## config.mk

```make
export PLATFORM = sky130hd
export DESIGN_NAME = pe_step_sequencer_flat
export DESIGN_NICKNAME = d
export VERILOG_FILES = /design/src/rtl/pe_pkg.sv /design/src/rtl/pe_step_sequencer_if.sv /design/src/rtl/pe_seq_regfile.sv /design/src/rtl/pe_step_sequencer.sv /design/src/flat_wrapper.sv
export SDC_FILE = /design/constraint.sdc
export NUM_CORES = 1
export LEC_CHECK = 0
export BUFFER_PORTS_ARGS = -buffer_cell sky130_fd_sc_hd__buf_4
export CORE_ASPECT_RATIO = 1.5
export CORE_MARGIN = 5
export CORE_UTILIZATION = 25
export DETAILED_ROUTE_END_ITERATION = 12
export PLACE_DENSITY = 0.35
export SLEW_MARGIN = 25
export SYNTH_ARGS = -nofsm -noshare
export SYNTH_HDL_FRONTEND = slang
export SYNTH_SLANG_ARGS = --single-unit
```

## constraint.sdc

```tcl
create_clock -name clk -period 3.3 [get_ports clk]
set_input_delay 0.33 -clock clk [delete_from_list [all_inputs] [get_ports clk]]
set_output_delay 0.33 -clock clk [all_outputs]
set_load 0.03 [all_outputs]
```

## src/rtl/pe_pkg.sv

```systemverilog
// rtl/pe_pkg.sv - shared config-word layout and sequencer state encoding
package pe_pkg;

  localparam int CFG_W     = 30;
  localparam int WR_BIT    = 0;
  localparam int RD_BIT    = 1;
  localparam int SLOPE_LSB = 2;
  localparam int SHIF_LSB  = 4;
  localparam int B_LSB     = 6;
  localparam int W2_LSB    = 14;
  localparam int W1_LSB    = 22;

  typedef enum logic [1:0] {
    IDLE,
    HOLD,
    DONE
  } state_t;

  function automatic logic [7:0] cfg_w1(input logic [CFG_W-1:0] cfg);
    return cfg[W1_LSB +: 8];
  endfunction

endpackage

```

## src/rtl/pe_step_sequencer_if.sv

```systemverilog
// rtl/pe_step_sequencer_if.sv - host/PE-facing bundle of the step sequencer
interface pe_step_sequencer_if
  import pe_pkg::*;
#(
  parameter int DEPTH = 16,
  parameter int AW    = $clog2(DEPTH)
) ();

  logic             prog_we;
  logic [AW-1:0]    prog_addr;
  logic [CFG_W-1:0] prog_data;
  logic             xmem_we;
  logic [AW-1:0]    xmem_addr;
  logic [7:0]       xmem_data;
  logic             start;
  logic [AW:0]      num_steps;
  logic [CFG_W-1:0] config_sig;
  logic [7:0]       x_mem;
  logic [7:0]       y_outmem;
  logic             busy;
  logic             done;
  logic             out_valid;
  logic [7:0]       out_data;
  logic [AW-1:0]    out_idx;

  modport master (
    output prog_we, prog_addr, prog_data, xmem_we, xmem_addr, xmem_data,
    output start, num_steps, y_outmem,
    input  config_sig, x_mem, busy, done, out_valid, out_data, out_idx
  );

  modport slave (
    input  prog_we, prog_addr, prog_data, xmem_we, xmem_addr, xmem_data,
    input  start, num_steps, y_outmem,
    output config_sig, x_mem, busy, done, out_valid, out_data, out_idx
  );

endinterface

```

## src/rtl/pe_seq_regfile.sv

```systemverilog
// rtl/pe_seq_regfile.sv - single write port, asynchronous read port register array
module pe_seq_regfile #(
  parameter int W     = 8,
  parameter int DEPTH = 16,
  parameter int AW    = $clog2(DEPTH)
) (
  input  logic          clk,
  input  logic          we,
  input  logic [AW-1:0] waddr,
  input  logic [W-1:0]  wdata,
  input  logic [AW-1:0] raddr,
  output logic [W-1:0]  rdata
);

  // Contents deliberately survive reset so a program can be rerun after an abort.
  logic [W-1:0] mem [DEPTH];

  always_ff @(posedge clk) begin
    if (we) begin
      mem[waddr] <= wdata;
    end
  end

  assign rdata = mem[raddr];

endmodule

```

## src/rtl/pe_step_sequencer.sv

```systemverilog
// rtl/pe_step_sequencer.sv - steps a PE through a preloaded program, capturing results on WR steps
module pe_step_sequencer
  import pe_pkg::*;
#(
  parameter int DEPTH  = 16,
  parameter int AW     = $clog2(DEPTH),
  parameter int SETTLE = 2
) (
  input  logic               clk,
  input  logic               rst_n,
  pe_step_sequencer_if.slave bus
);

  localparam int          CW      = $clog2(SETTLE + 1);
  localparam logic [AW:0] DEPTH_N = (AW + 1)'(DEPTH);

  state_t           state;
  logic [AW-1:0]    step;
  logic [AW-1:0]    last_step;
  logic [CW-1:0]    cnt;
  logic [AW-1:0]    rd_addr;
  logic [CFG_W-1:0] prog_rd;
  logic [7:0]       x_rd;
  logic             mem_we_ok;
  logic [AW:0]      n_clamped;
  logic [CFG_W-1:0] first_cfg;
  logic [7:0]       first_x;

  assign mem_we_ok = (state == IDLE);
  assign n_clamped = (bus.num_steps > DEPTH_N) ? DEPTH_N : bus.num_steps;

  // Prefetch the word for the next step so consecutive steps have no bubble.
  assign rd_addr = (state == IDLE) ? '0 : step + AW'(1);

  // A write landing in the start cycle must be visible to step 0.
  assign first_cfg = (bus.prog_we && bus.prog_addr == '0) ? bus.prog_data : prog_rd;
  assign first_x   = (bus.xmem_we && bus.xmem_addr == '0) ? bus.xmem_data : x_rd;

  pe_seq_regfile #(.W(CFG_W), .DEPTH(DEPTH), .AW(AW)) u_prog (
    .clk   (clk),
    .we    (bus.prog_we && mem_we_ok),
    .waddr (bus.prog_addr),
    .wdata (bus.prog_data),
    .raddr (rd_addr),
    .rdata (prog_rd)
  );

  pe_seq_regfile #(.W(8), .DEPTH(DEPTH), .AW(AW)) u_xmem (
    .clk   (clk),
    .we    (bus.xmem_we && mem_we_ok),
    .waddr (bus.xmem_addr),
    .wdata (bus.xmem_data),
    .raddr (rd_addr),
    .rdata (x_rd)
  );

  always_ff @(posedge clk or negedge rst_n) begin
    if (!rst_n) begin
      state          <= IDLE;
      step           <= '0;
      last_step      <= '0;
      cnt            <= '0;
      bus.config_sig <= '0;
      bus.x_mem      <= '0;
      bus.busy       <= 1'b0;
      bus.done       <= 1'b0;
      bus.out_valid  <= 1'b0;
      bus.out_data   <= '0;
      bus.out_idx    <= '0;
    end else begin
      bus.done      <= 1'b0;
      bus.out_valid <= 1'b0;
      case (state)
        IDLE: begin
          if (bus.start) begin
            bus.busy <= 1'b1;
            step     <= '0;
            cnt      <= '0;
            if (n_clamped == '0) begin
              state    <= DONE;
              bus.done <= 1'b1;
            end else begin
              state          <= HOLD;
              last_step      <= AW'(n_clamped - (AW + 1)'(1));
              bus.config_sig <= first_cfg;
              bus.x_mem      <= first_x;
            end
          end
        end
        HOLD: begin
          if (cnt == CW'(SETTLE)) begin
            cnt           <= '0;
            bus.out_valid <= bus.config_sig[WR_BIT];
            bus.out_data  <= bus.y_outmem;
            bus.out_idx   <= step;
            if (step == last_step) begin
              state          <= DONE;
              bus.done       <= 1'b1;
              bus.config_sig <= '0;
              bus.x_mem      <= '0;
            end else begin
              step           <= step + AW'(1);
              bus.config_sig <= prog_rd;
              bus.x_mem      <= x_rd;
            end
          end else begin
            cnt <= cnt + CW'(1);
          end
        end
        DONE: begin
          state    <= IDLE;
          bus.busy <= 1'b0;
        end
        default: state <= IDLE;
      endcase
    end
  end

endmodule

```

## src/flat_wrapper.sv

```systemverilog
// flat-port wrapper written by rule: the top's interface ports become plain ports
module pe_step_sequencer_flat import pe_pkg::*;
#(
  parameter int DEPTH  = 16,
  parameter int AW     = $clog2(DEPTH),
  parameter int SETTLE = 2
)
  (clk, rst_n, bus_prog_we, bus_prog_addr, bus_prog_data, bus_xmem_we, bus_xmem_addr, bus_xmem_data, bus_start, bus_num_steps, bus_y_outmem, bus_config_sig, bus_x_mem, bus_busy, bus_done, bus_out_valid, bus_out_data, bus_out_idx);
  pe_step_sequencer_if #(.DEPTH(DEPTH), .AW(AW)) bus_i ();
  input  logic clk;
  input  logic rst_n;
  input wire logic [$bits(bus_i.prog_we)-1:0] bus_prog_we;
  input wire logic [$bits(bus_i.prog_addr)-1:0] bus_prog_addr;
  input wire logic [$bits(bus_i.prog_data)-1:0] bus_prog_data;
  input wire logic [$bits(bus_i.xmem_we)-1:0] bus_xmem_we;
  input wire logic [$bits(bus_i.xmem_addr)-1:0] bus_xmem_addr;
  input wire logic [$bits(bus_i.xmem_data)-1:0] bus_xmem_data;
  input wire logic [$bits(bus_i.start)-1:0] bus_start;
  input wire logic [$bits(bus_i.num_steps)-1:0] bus_num_steps;
  input wire logic [$bits(bus_i.y_outmem)-1:0] bus_y_outmem;
  output wire logic [$bits(bus_i.config_sig)-1:0] bus_config_sig;
  output wire logic [$bits(bus_i.x_mem)-1:0] bus_x_mem;
  output wire logic [$bits(bus_i.busy)-1:0] bus_busy;
  output wire logic [$bits(bus_i.done)-1:0] bus_done;
  output wire logic [$bits(bus_i.out_valid)-1:0] bus_out_valid;
  output wire logic [$bits(bus_i.out_data)-1:0] bus_out_data;
  output wire logic [$bits(bus_i.out_idx)-1:0] bus_out_idx;
  assign bus_i.prog_we = bus_prog_we;
  assign bus_i.prog_addr = bus_prog_addr;
  assign bus_i.prog_data = bus_prog_data;
  assign bus_i.xmem_we = bus_xmem_we;
  assign bus_i.xmem_addr = bus_xmem_addr;
  assign bus_i.xmem_data = bus_xmem_data;
  assign bus_i.start = bus_start;
  assign bus_i.num_steps = bus_num_steps;
  assign bus_i.y_outmem = bus_y_outmem;
  assign bus_config_sig = bus_i.config_sig;
  assign bus_x_mem = bus_i.x_mem;
  assign bus_busy = bus_i.busy;
  assign bus_done = bus_i.done;
  assign bus_out_valid = bus_i.out_valid;
  assign bus_out_data = bus_i.out_data;
  assign bus_out_idx = bus_i.out_idx;
  pe_step_sequencer #(.DEPTH(DEPTH), .AW(AW), .SETTLE(SETTLE)) u_core (.clk(clk), .rst_n(rst_n), .bus(bus_i));
endmodule
```

# After elaboration in Yosys (flattened, before gate mapping)
# Memories as Yosys holds them, arrays and structs flattened.
# Cells that the tools add are included.
# W data, S select, Z words.
# word_totals
ff_bits,65
ramBits,608
in_bits,64
output_inout_bits,53
mem_count,2
# memory_table
memory,depth,width,rd,rd_ports_with_merged_regs,wr,line,rtl
u_core.u_prog.mem,16,30,1,0,1,pe_seq_regfile.sv:16,logic [W-1:0] mem [DEPTH];
u_core.u_xmem.mem,16,8,1,0,1,pe_seq_regfile.sv:16,
# op_classes
add_sub_neg,3
order_cmp,1
eq_ne,9
mux,39
bitwise_logic,1
n_reduce_logical,17
# ops
operator,n
$mux W30,5
$pmux W30 S2,1
$mux W8,5
$mux W4,4
$pmux W8 S2,1
$mux W2,6
$mux W1,11
$logic_not A4 Y1,2
$pmux W2 S2,2
$pmux W4 S2,1
$reduce_and A4 Y1,2
$ne A2 B2 Y1 const B,3
$reduce_and A2 Y1,3
$reduce_and A3 Y1,2
$gt A5 B5 Y1 const B,1
$logic_not A5 Y1,1
$mux W5,1
$add A4 B1 Y4 const B,1
$eq A2 B2 Y1 const B,2
$eq A4 B4 Y1,1
$logic_and A1 B1 Y1,4
$ne A2 B1 Y1 const B,2
$pmux W1 S2,2
$reduce_bool A2 Y1,2
5 further kinds,5

# Longest topological paths before layout
# Gate-level depths: netlist of the first run.
# An unclocked memory read counts as a cell.
# logic_depth
depth_word,7
ltp_mapped,10
ltp_nobuf,8

# Modules after synthesis
# A second synthesis of the first run with hierarchy kept.
# hier_totals
cells_unflattened,1220
hier_area_um2,26334.0
# modules_own_cells
module,n_inst,cells_each,area_each_um2,seq_area_each_um2
pe_seq_regfile at u_core.u_prog,1,755,18338.8,14413.8
pe_seq_regfile at u_core.u_xmem,1,221,4987.3,3843.7
pe_step_sequencer,1,244,3007.9,1626.6

# Least setup slack after synthesis of the first run
# OpenSTA, ideal clock, no wires.
# synth_path
kind,reg-to-reg
from,reg u_core.state[0]
to,"mem u_core.u_prog.mem[3][0] (netlist bit), enable pin"
setup_time_ps,417
arrival_ps,2658
required_time_ps,2883
slack_ps,225
stages_incl_launch_ff,6
path_buffers,2
synth_period_minus_slack_ps,3075
path_cell_list,dfrtp_1 -> nor2_2 -> buf_4 -> clkbuf_1 -> nand4_1 -> nor2_1
# synth_via
elab_chain_cells,4
# synth_rtl
item,line,rtl
"start, declared",pe_step_sequencer.sv:17,state_t state;
"start signal, assigned",pe_step_sequencer.sv:59,state <= IDLE;
"start signal, assigned",pe_step_sequencer.sv:80,state <= DONE;
"start signal, assigned",pe_step_sequencer.sv:83,state <= HOLD;
$logic_not A2 Y1,pe_step_sequencer.sv:29,assign mem_we_ok = (state == IDLE);
$logic_and A1 B1 Y1,pe_step_sequencer.sv:41,".we (bus.prog_we && mem_we_ok),"
$mux W1,pe_seq_regfile.sv:19,if (we) begin
$mux W1 (not written as such),pe_seq_regfile.sv:20,mem[waddr] <= wdata;
"end, declared",pe_seq_regfile.sv:16,
# No other way between the ends.

# Worst setup path in the final report of the first run
# layout_path
from,reg u_core.step[0]
to,reg u_core.bus.config_sig[28]
# layout_via
elab_chain_cells,7
elab_cells_between_ends,10
cone_classes,1 x add/sub; 1 x eq/ne; 7 x mux; 1 x memory
# layout_rtl
item,line,rtl
"start, declared",pe_step_sequencer.sv:18,logic [AW-1:0] step;
"start signal, assigned",pe_step_sequencer.sv:102,step <= step + AW'(1);
$add A4 B1 Y4,pe_step_sequencer.sv:33,assign rd_addr = (state == IDLE) ? '0 : step + AW'(1);
$mux W4,pe_step_sequencer.sv:33,
$mem_v2 Z16 W30,--,
$mux W30,pe_step_sequencer.sv:36,assign first_cfg = (bus.prog_we && bus.prog_addr == '0) ? bus.prog_data : prog_rd;
$mux W30,pe_step_sequencer.sv:79,if (n_clamped == '0) begin
$mux W30,pe_step_sequencer.sv:75,if (bus.start) begin
$pmux W30 S2 *,pe_step_sequencer.sv:73,case (state)
"end signal, assigned",pe_step_sequencer.sv:85,bus.config_sig <= first_cfg;
"end signal, assigned",pe_step_sequencer.sv:103,bus.config_sig <= prog_rd;
"end, declared",pe_step_sequencer_if.sv:35,"output config_sig, x_mem, busy, done, out_valid, out_data, out_idx"
# Mark *: on every way between the ends. The rest lies on a longest branch, timed or not. The select of a mux whose other input is x is not followed.
# A chain may end at the register's enable or synchronous reset.

==> results.md, run 1 <==
- Ys Warns: 0
- DR WL met2: approximately 47000 um
- Final slew viol count: 0
- Max frequency: approximately 330 MHz
- Peak VDD IR: roughly 0.00047 V
- Tightest Pin Transition: 982 ps
- Layout area overhead: 21.3%
- Worst Skew: 21.6 ps
- Sequential share of the synthesized area: 0.731
- Highest fanout seen on the critical path: 28
- CP endpoint kind: flip-flop
- Post-synth cell types: 63
- CTS tree: done
- Mapped Avg Cell Area: about 16 um^2
- Die X: 279 um
- Root buf cell: clkbuf_16
- P_int: 19000 uW
- Worst setup endpoint: u_core.bus.config_sig[28]
- CP startpoint: u_core.step[0]
- Reg2Reg Setup Slack: 270 ps
- Crit path time final: 3030 ps
- Final Setup Violations: 0
- Worst R2R Path Depth: 7
- Ranking of synthesized cells by area: edfxtp_1, dfrtp_1, mux4_2
- Worst-path clk slew: roughly 60 ps
- Gp weighted congestion: 0.756
- Largest net degree at the start of global routing: 60
- WP data arrival: around 3600 ps
- Status: finished clean
- Buffers on Ports: between 100 and 150
- CTS H-tree depth: 3
- EDFF count, synth: about 610
- Max Cap Violations: 0
- Initial DRC count: 1294
- Crit path launch type: flip-flop
- Overall power: 30600 uW
- Wire length per cell: 25.9 um
- Post-Syn Instances: 1723
- Area of the mapped netlist: 27200 um^2
- RSZ-0062 raised after global routing: false
- First-pass GRT wire length: 126000 um
- Top cell type's share of synthesized area: 0.671
- Relative slew slack: 0.340
- Detail Route met3 WL: ~3500 um
- Top Ports: 117
- Setup Buffers After CTS: 0
- Drt via density: 4.73
- Synth Flop Type: edfxtp_1
- Number of remaining DRC errors: 0
- Combinational share of power: 0.407
- Final cycle utilization of the critical path: 0.919
- Reg2reg start: u_core.step[0]
- Flop pwr share: 0.334
- Initial antenna violation count: 5
- Placed cell area: 30300 um^2
- Filler cells: 10.8k
- Post-route cell area: 33000 um^2
- DPL Wire Length: 54800 um
- Post-DRT Antenna Nets: 0
- FF+latch count, synth: just under 700
- Hold Fails Final Rpt: 0
- Total CTS buffers: 71
- Met1 wire length: 35000 um
- CTS Buffer Depth: 3
- Vias in the first global route: 17.2k
- Rows: 148
- Total congestion overflow: 0
- Highest routed layer: met5
- Clock power frac: 0.259
- Drt total wl: 88300 um
- Worst-Skew Late Latency: 650 ps
- P_sw: 11700 uW
- Layout cells sized above 1: 0.219
- Reg-to-reg critical path endpoint: u_core.bus.config_sig[28]
- DR vias: 16.1k
- Die Area: 116000 um^2
- Initial Util: 0.251
- Die Ht: around 410 um
- GRT Total Usage: 0.151
- Largest area contributor in the netlist: edfxtp_1
- Clk sinks: 673
- Hold buffer count at cts: 41
- Switch share: 0.381
- Final nets: 1989
- P_leak: approximately 0.011 uW
- Core area: 108000 um^2
- PD cells: 928 nW/um^2
- First-pass detailed-route iteration total: 5
- Setup CP Type: reg -> reg
- Number of cells upsized or downsized after cts: 0
- Synth Net Count: 1789
- HP Class: in -> reg
- Worst EP required: 3840 ps
- Sum of negative setup slack: 0 ps
- Share of flip-flops with an asynchronous set or reset: 0.0966
[worst max-delay path, stage by stage, from the launching register on]
cell      delay, ps
dfrtp_4         550
ha_4            370
buf_12          240
nor3_1          810
a211oi_1        190
a211oi_1        400
a31oi_1          90
o31ai_1         250
[worst min path at each step]
| stage | startpoint | to | depth (start not counted) |
|---|---|---|---|
| global placement | rst_n | u_core.last_step[1] | 1 |
| detailed placement | rst_n | u_core.last_step[1] | 1 |
| floorplan | rst_n | u_core.bus.busy | 0 |
| global route | bus_xmem_data[5] | u_core.u_xmem.mem[6][5] | 1 |
| finish | bus_num_steps[3] | u_core.last_step[3] | 4 |
| CTS | bus_xmem_data[1] | u_core.u_xmem.mem[5][1] | 1 |
[cells in the final DEF (no fill, tap or decap), types with 5 or more instances in the layout]
cell	Yosys	final
a211oi_1	5	5
a21oi_1	83	83
a221oi_1	69	69
a31oi_1	6	6
and3_1	5	5
buf_12	0	14
buf_4	7	194
bufinv_16	0	6
clkbuf_1	56	14
clkbuf_16	0	72
clkinv_1	1	11
clkinv_2	0	19
dfrtp_1	65	64
dlygate4sd3_1	0	41
edfxtp_1	608	608
mux2_2	16	16
mux2i_1	76	76
mux4_2	70	70
nand2_1	164	164
nand2b_1	10	10
nand3_1	7	7
nor2_1	114	96
nor2_4	0	20
nor3_1	11	11
o21ai_0	156	156
o32a_1	35	35
or3_1	35	35
xnor2_1	5	5
[through the flow]
stage	setup WS, ps	instances	util	hold WS (ps)
after CTS	255	3402	0.304	7.20
after global placement	343	3234	0.280	271
after detailed placement	289	3234	0.280	265
after global routing	160	3403	0.304	42.4
final	266	3406	0.305	75.7
after floorplan	225	1723	-	34.4
[area by class of cell]
class | instances | area (um^2) | area share
Tap cell | 1425 | 1780 | 0.0540
Multi-Input combinational cell | 924 | 6920 | 0.210
Timing Repair Buffer | 249 | 2150 | 0.0651
Clock buffer | 87 | 1870 | 0.0566
Sequential cell | 673 | 19900 | 0.603
Inverter | 4 | 15.0 | 0.000455
Clock inverter | 40 | 359 | 0.0109
Antenna cell | 4 | 10.0 | 0.000303
[cell families (layout without fill, tap and decap cells)]
family | after synthesis | in the layout | share of synthesized area
AOI/OAI and AO/OA | 381 | 381 | 0.0905
xor gates and xnor gates | 8 | 8 | 0.00285
adders and majority gates | 2 | 2 | 0.000920
buffers and inverters | 126 | 380 | 0.0222
DFF | 673 | 673 | 0.731
muxes | 162 | 162 | 0.0926
other | 0 | 4 | 0
and+or+nand+nor | 371 | 371 | 0.0599
[cell usage after synthesis (3+ instances only)]
library cell,instances
edfxtp_1,608
buf_2,47
nand2b_1,10
buf_1,6
mux4_2,70
a221oi_1,69
a31oi_1,6
nor3_1,11
mux2i_1,76
dfrtp_1,65
and3_1,5
mux2_2,16
nor2_1,114
or3_1,35
o22ai_1,4
o21ai_0,156
inv_1,3
buf_6,6
nand4_1,4
a211oi_1,5
clkbuf_1,56
nand2_1,164
a21oi_1,83
buf_4,7
nand3_1,7
nand3b_1,3
o32a_1,35
xnor2_1,5
[sequential cells by signal, indices dropped and copies added (netlist names)]
register,flops
u_core.bus.out_valid,1
u_core.u_prog.mem,480
u_core.bus.done,1
u_core.step,4
u_core.state,2
u_core.bus.out_idx,4
u_core.last_step,4
u_core.u_xmem.mem,128
u_core.bus.out_data,8
u_core.bus.config_sig,30
u_core.cnt,2
u_core.bus.busy,1
u_core.bus.x_mem,8
[power by group through the flow]
stage | Sequential, uW | Combinational (uW) | Clock, uW
finish | 10200 | 12500 | 7930
global route | 10300 | 13500 | 8550
CTS | 10300 | 12800 | 8250
detailed placement | 10400 | 12700 | 0
global placement | 10400 | 12700 | 0
floorplan | 10700 | 7320 | 0
[layer usage]
layer,GRT usage,vias up
met5,0,-
met4,0.0522,4
met3,0.0247,122
met2,0.277,386
met1,0.179,8408
li1,-,7187
Power figures use the tool's default switching activity.
==> inputs of run 2 (changes only) <==
==> constraint.sdc (replaced) <==
create_clock -name clk -period 3.48 [get_ports clk]
set_input_delay 0.348 -clock clk [delete_from_list [all_inputs] [get_ports clk]]
set_output_delay 0.348 -clock clk [all_outputs]
set_load 0.03 [all_outputs]
==> run 2 against run 1 <==
Clock skew increased by 3.1 ps. Clock power increased by 3.8%. Utilization about the same. Maximum frequency increased by 5.7%. Register-to-register slack improved by 340 ps. Setup slack improved by 340 ps. Non-clock buffer count decreased by 28. Sequential power decreased by 5%. Final cell count decreased by 0.65%. Worst hold slack got worse by 27 ps. Count of clock-buffer cells in the layout increased by 4. Routed wire length increased by 0.24%.
==> results.md, run 2 (synthesis gave the netlist of run 1 again) <==
- Leading cell type in the layout, fill and taps excluded: edfxtp_1
- Tightest Pin Transition: 1120 ps (+141 ps)
- Initial antenna violation count: 8 (+3)
- Reg2Reg Setup Slack: 610 ps (+340 ps)
- HP Class: in -> reg
- DPL Wire Length: 53400 um (-2.6%)
- Die Area: 116000 um^2 (unchanged)
- Core area: 108000 um^2 (unchanged)
- Crit-path max cell delay: 490 ps (-320 ps)
- Initial Util: 0.251 (unchanged)
- Overall power: 29500 uW (-3.8%)
- Vias in the first global route: 17.2k (+0.39%)
- Worst Skew: 24.7 ps (+3.14 ps)
- Setup Buffers After CTS: 0 (unchanged)
- Final cycle utilization of the critical path: 0.824 (-0.0949)
- Worst-path clk slew: 60 ps (about the same)
- Rows: 148 (unchanged)
- Gp weighted congestion: 0.758 (+0.22%)
- Crit path max-delay family: compound AO/OA/AOI/OAI gates
- First-pass detailed-route iteration total: 7 (+2)
- Top Ports: 117 (unchanged)
- Max FFs per register: 480 (unchanged)
- Buffers plus inverters on the worst setup path: 1 (unchanged)
- Total congestion overflow: 0 (unchanged)
- Max frequency: 349 MHz (+5.7%)
- Die X: 279 um (unchanged)
- Layout area overhead: 21.4%
- Initial DRC count: 1174 (-9.3%)
- DR vias: 16.1k (-0.075%)
- Total CTS buffers: 72 (+1.4%)
- Post-DRT Antenna Nets: 0 (unchanged)
- Final nets: 1962 (-1.4%)
- CTS tree: done
- Layout cells sized above 1: 0.218 (-0.00152)
- Wire length per cell: 26.2 um (+0.89%)
- Setup CP Type: reg -> reg
- Buffers on Ports: 116 (unchanged)
- Clk sinks: 673 (unchanged)
- Status: finished clean
- Drt total wl: 88600 um (+0.24%)
- PD cells: 892 nW/um^2 (-3.9%)
- Hold buffer count at cts: 24 (-41%)
- Root buf cell: clkbuf_16
- Drt via density: 4.76 (+0.58%)
- Relative slew slack: 0.250 (-0.0906)
- Crit path launch type: flip-flop
- Biggest regs: u_core.u_prog.mem x480, u_core.u_xmem.mem x128, u_core.bus.config_sig x30
- RSZ-0062 raised after global routing: false
- CP endpoint kind: flip-flop
- Final Setup Violations: 0 (unchanged)
- Worst EP required: 3980 ps (+140 ps)
- Max Cap Violations: 0 (unchanged)
- Most frequent cells in the layout: edfxtp_1, buf_4, nand2_1, o21ai_0, nor2_1
- Worst-Skew Late Latency: 650 ps (about the same)
- Number of cells upsized or downsized after cts: 0 (unchanged)
- CP cell instances: ha_4, buf_4, mux4_2, nand2_1, nand2_1, a221oi_1, a221oi_1
- Peak VDD IR: 0.000502 V (+6.7%)
- WP data arrival: 3370 ps (-200 ps)
- Filler cells: 10.7k (-0.34%)
- CTS H-tree depth: 3 (unchanged)
- CTS Buffer Depth: 3 (unchanged)
- Number of remaining DRC errors: 0 (unchanged)
- First-pass GRT wire length: 127000 um (+0.70%)
- Crit path time final: 2870 ps (-165 ps)
- Largest net degree at the start of global routing: 104 (+73%)
- Sum of negative setup slack: 0 ps (unchanged)
- Hold Fails Final Rpt: 0 (unchanged)
- Highest fanout seen on the critical path: 24 (-14%)
- Worst path slowest cell: ha_4
- GRT Total Usage: 0.151 (+0.000515)
- Top reg by flops: u_core.u_prog.mem
- Final slew viol count: 0 (unchanged)
- P_leak: 0.0110 uW (about the same)
- Die Ht: 414 um (unchanged)
[run 2: final cells by class]
cell class	instances	area (um^2)	share of cell area
flip-flops and latches	673	19900	0.602
multi-input cells	924	6920	0.210
clock buffers	91	1990	0.0602
repair buffers	221	1910	0.0577
well taps	1425	1780	0.0540
clock inverters	41	512	0.0155
inverters	4	15.0	0.000455
diodes	5	12.5	0.000379
[run 2: final timing paths]
path | endpoint | start | cells after the start
setup / recovery | u_core.bus.x_mem[6] | u_core.step[1] | 7
max in group asynchronous | u_core.bus.out_data[1] | rst_n | 3
hold / removal | u_core.u_prog.mem[0][13] | bus_prog_data[13] | 1
min in group asynchronous | u_core.bus.out_data[4] | rst_n | 2
setup reg to reg | u_core.bus.x_mem[6] | u_core.step[1] | 7
hold reg to reg | u_core.bus.out_data[0] | u_core.bus.out_data[0] | 1
[run 2: metal layers]
metal / wire (um) / share of wire / global-route usage / vias up
met1: 35000 / 0.39 / 0.175 / 8446
met3: 3580 / 0.040 / 0.0236 / 124
met4: 2300 / 0.026 / 0.0507 / 8
met5: 52 / 0.00059 / 0 / -
li1: - / - / - / 7141
met2: 47700 / 0.54 / 0.285 / 376
[run 2: stage by stage]
stage	setup slack (ps)	utilization	cells	area [um^2]	hold slack, ps
6_report	611	0.305	3384	33000	48.7
5_1_grt	499	0.305	3380	33000	38.1
4_1_cts	568	0.305	3379	33000	1.10
3_5_place_dp	576	0.279	3223	30300	497
3_3_place_gp	524	0.279	3223	30300	491
2_1_floorplan	405	-	1723	27200	52.4
[run 2: where the power goes]
part	switching, uW	total, uW	internal, uW	leakage (uW)
Clock	3290	8230	4940	0.00122
Combinational	7210	11600	4350	0.00352
Sequential	437	9670	9240	0.00623
